File: config.mk
export PLATFORM = sky130hd
export DESIGN_NAME = gate_selftest_ctrl
export DESIGN_NICKNAME = d
export VERILOG_FILES = /design/src/rtl/gate_selftest_ctrl.sv
export SDC_FILE = /design/constraint.sdc
export NUM_CORES = 1
export LEC_CHECK = 0
export BUFFER_PORTS_ARGS = -buffer_cell sky130_fd_sc_hd__buf_4
export CAP_MARGIN = 5
export CORE_AREA = 3 3 40 42
export DETAILED_ROUTE_END_ITERATION = 16
export DIE_AREA = 0 0 43 45
export GPL_ROUTABILITY_DRIVEN = 0
export PLACE_DENSITY = 0.75
export SLEW_MARGIN = 40
export SYNTH_ARGS = -nofsm -noshare
export SYNTH_HDL_FRONTEND = slang
export SYNTH_SLANG_ARGS = --single-unit
export TNS_END_PERCENT = 5
File: constraint.sdc
create_clock -name clk -period 2.8 [get_ports clk]
set_input_delay 0.14 -clock clk [delete_from_list [all_inputs] [get_ports clk]]
set_output_delay 0.14 -clock clk [all_outputs]
set_load 0.05 [all_outputs]
File: src/rtl/gate_selftest_ctrl.sv
// Built-in self-test sequencer for a 2-input gate: walks {A,B} through 00,01,10,11,
// holds each vector SETTLE_CYCLES cycles, and records per-vector mismatches against EXPECTED.
module gate_selftest_ctrl #(
  parameter logic [3:0]  EXPECTED      = 4'b1110,
  parameter int unsigned SETTLE_CYCLES = 2
) (
  input  logic       clk,
  input  logic       rst,
  input  logic       start,
  input  logic       gate_out,
  output logic       A,
  output logic       B,
  output logic       busy,
  output logic       done,
  output logic       pass,
  output logic [3:0] fail_mask,
  output logic [1:0] vec_idx
);

  if (SETTLE_CYCLES < 1 || SETTLE_CYCLES > 255) begin : g_bad_settle
    $error("gate_selftest_ctrl: SETTLE_CYCLES must be in 1..255");
  end

  localparam int unsigned    CW     = $clog2(SETTLE_CYCLES + 1);
  localparam logic [CW-1:0]  RELOAD = CW'(SETTLE_CYCLES - 1);

  typedef enum logic [1:0] {
    IDLE   = 2'd0,
    SETTLE = 2'd1,
    DONE   = 2'd2
  } state_t;

  state_t        state, state_d;
  logic [CW-1:0] cnt, cnt_d;
  logic [1:0]    vec_d;
  logic [3:0]    mask_d;
  logic          busy_d, done_d;

  always_comb begin
    // NOTE: every signal gets a default first so no path leaves it unassigned (no latch).
    state_d = state;
    cnt_d   = cnt;
    vec_d   = vec_idx;
    mask_d  = fail_mask;
    unique case (state)
      IDLE, DONE: begin
        if (start) begin
          state_d = SETTLE;
          cnt_d   = RELOAD;
          vec_d   = 2'd0;
          mask_d  = 4'd0;
        end
      end
      SETTLE: begin
        if (cnt != '0) begin
          cnt_d = cnt - CW'(1);
        end else begin
          // Mask bits are sticky within a run; only a new start or rst clears them.
          if (gate_out != EXPECTED[vec_idx]) mask_d[vec_idx] = 1'b1;
          if (vec_idx == 2'd3) begin
            state_d = DONE;
          end else begin
            vec_d = vec_idx + 2'd1;
            cnt_d = RELOAD;
          end
        end
      end
      default: state_d = IDLE;
    endcase
    busy_d = (state_d == SETTLE);
    done_d = (state_d == DONE);
  end

  always_ff @(posedge clk) begin
    // NOTE: sequential state uses non-blocking assignments so all registers update together.
    if (rst) begin
      state     <= IDLE;
      cnt       <= '0;
      vec_idx   <= 2'd0;
      fail_mask <= 4'd0;
      busy      <= 1'b0;
      done      <= 1'b0;
    end else begin
      state     <= state_d;
      cnt       <= cnt_d;
      vec_idx   <= vec_d;
      fail_mask <= mask_d;
      busy      <= busy_d;
      done      <= done_d;
    end
  end

  // Gate drives come straight from the registered vector index, so they change with vec_idx.
  assign A    = vec_idx[1];
  assign B    = vec_idx[0];
  assign pass = done && (fail_mask == 4'd0);

endmodule
==> out/results.ini <==
[global_routing]
grtUsageTotal_pct=12.1
grt_pass1_wl_um=1750
grt_max_degree=9
antenna_found_initial=0
grt_pass1_vias=412
grt.overflow.total=0

[status]
status=finished clean

[die]
io_pins=15
coreArea_sq_um=1280
initial_core_util_pct=44.4
die_h_um=45
rows=13
fp.dieW_um=43
fp.dieArea_sq_um=1940

[sta]
rsz0062_at_grt=false
finalSetupViolations=0
fmax_mhz=667
fin_ws_ns=1.30
holdWs_ns=0.0980
hold_viol_final=0
fin_skew_ns=0.000548
worstMarginPinSlew_ns=0.350
finalCriticalPeriod_ns=1.50
fin_tns_setup_ns=0
max-slew-margin-rel_pct=76.6
slew_viol_final=0
fin_crit_sh_pct=53.5

[cells_and_area]
post-route-util_pct=53.7
area_growth_pct=21.1
layout-drive-gt1-share_pct=31.9
stdcell_count=84
final_nets=80
antenna_cells=0
fin_area_sq_um=691

[cts]
cts-resized-gates=0
cts.sinks=12
htree_levels=1
cts_root_buf=clkbuf_4
clk_pin_slew_worst_paths_ns=0.07
cts_tree=yes
cts_made_buffers=3
clk_latency_ns=0.26
ctsLongestPathBuffers=2
cts_hold_buf=0
cts_setup_buffers=0

[placement]
place_inst=81
port-buffer-count=14
place_ws_ns=1.30
place_area_sq_um=668
dp_hpwl_um=813

[critical_path]
r2r_setup_slack_ns=1.30
crit_type=register to register
r2r_start=vec_idx[1]$_SDFFE_PP0P_
r2r_cells=4
endpoint_kind=register
crit_required_ns=2.96
r2r-end=state[0]$_SDFF_PP0_
cp-start-kind=register
cp_max_fo=6
critPathLaunch=vec_idx[1]$_SDFFE_PP0P_
endpoint=state[0]$_SDFF_PP0_
worst_ep_arrival_time_ns=1.66

[logic_synthesis]
yosys-top-cells-count=dfxtp_1 (12), nor2_1 (6), ha_1 (5), inv_1 (5), a32o_1 (4)
synthFlopType=dfxtp_1
ys_ff_latch=12
synth_area_leader_cell=dfxtp_1
synth_top_cells_by_area=dfxtp_1 (42%), ha_1 (11%), a32o_1 (7.0%)
yosysWarningCount=0
synthArstFlopShare_pct=0
synthesis.area_sq_um=571
yosysSeqAreaShare_pct=42.1
synth_top_area_share_pct=42.1
synth_edf_count=0
ys_types=25
syn_area_per_cell_sq_um=10.4
synth_nets=64
yosysMostFrequentCell=dfxtp_1
syn_inst=55

[pwr]
p_per_area_nw_per_um2=505
finalPower_uw=349
p_leak_nw=0.296
irDropWorstVdd_uv=322

[detailed_routing]
wl_per_cell_um=12.3
viasPerCell=5.33
wl_um=1030
num_vias=448
drc=0
first_pass_iters=4
ant_nets=0
drt_iter0_markers=10

[min_path]
hold_class=primary input to register

[job]
drv_cap=0

==> layout make-up <==
class | instances | area [sq um]
Fill cell | 127 | 594
Inverter | 5 | 18.8
Timing Repair Buffer | 14 | 105
Clock buffer | 3 | 22.5
Multi-Input combinational cell | 35 | 285
Tap cell | 15 | 18.8
Sequential cell | 12 | 240
==> placed cells by master, fill, tap and decap left out, drive strengths merged, types with 2 or more instances in the layout <==
cell and n:
buf 14, dfxtp 12, nor2 7, inv 5, ha 5, a32o 4, clkbuf 3, nor2b 2
a21oi 2, nor4 2, or3b 2
==> cell families (layout without fill, tap and decap cells) <==
group | after synthesis | after routing | synth area share (%)
simple gates | 16 | 16 | 18.0
compound gates | 12 | 12 | 17.5
fa+ha+maj | 5 | 5 | 11.0
buf+inv | 8 | 22 | 7.89
mux | 1 | 1 | 1.97
flops | 12 | 12 | 42.1
xor+xnor | 1 | 1 | 1.54
==> sequential cells by signal, summed over array words and instances, names as in the netlist <==
register,flops
done,1
cnt,2
state,2
busy,1
fail_mask,4
vec_idx,2
==> report_power, final <==
group / switching (mW) / leakage, nW / internal (mW)
Clock: 0.0495 / 0.0138 / 0.0496
Sequential: 0.00764 / 0.0978 / 0.177
Combinational: 0.0407 / 0.185 / 0.0242
==> worst max-delay path, cell delays in order (launching register included) <==
cell and delay [ns]:
dfxtp_1 0.42, ha_1 0.28, or3b_2 0.46, a21oi_1 0.18, nor2_1 0.05
==> metal layers <==
layer,vias to the layer above,part of all wire [%],GRT usage [%]
met1,203,48,15.8
li1,227,-,-
met4,0,0.87,3.61
met2,16,43,18.6
met5,-,0,0
met3,2,8.3,4.78
==> how the worst min path moves through the flow <==
stage           from             endpoint  slack, ns  depth (start not counted)
4_1_cts          rst      busy$_SDFF_PP0_       0.09                          2
3_3_place_gp     rst  state[0]$_SDFF_PP0_       0.37                          2
3_5_place_dp     rst  cnt[0]$_SDFFE_PP0P_       0.38                          2
6_report         rst      busy$_SDFF_PP0_        0.1                          2
5_1_grt          rst  cnt[0]$_SDFFE_PP0P_        0.1                          2
2_1_floorplan  start  cnt[0]$_SDFFE_PP0P_       0.32                          2
(Power assumes the default switching activity.)
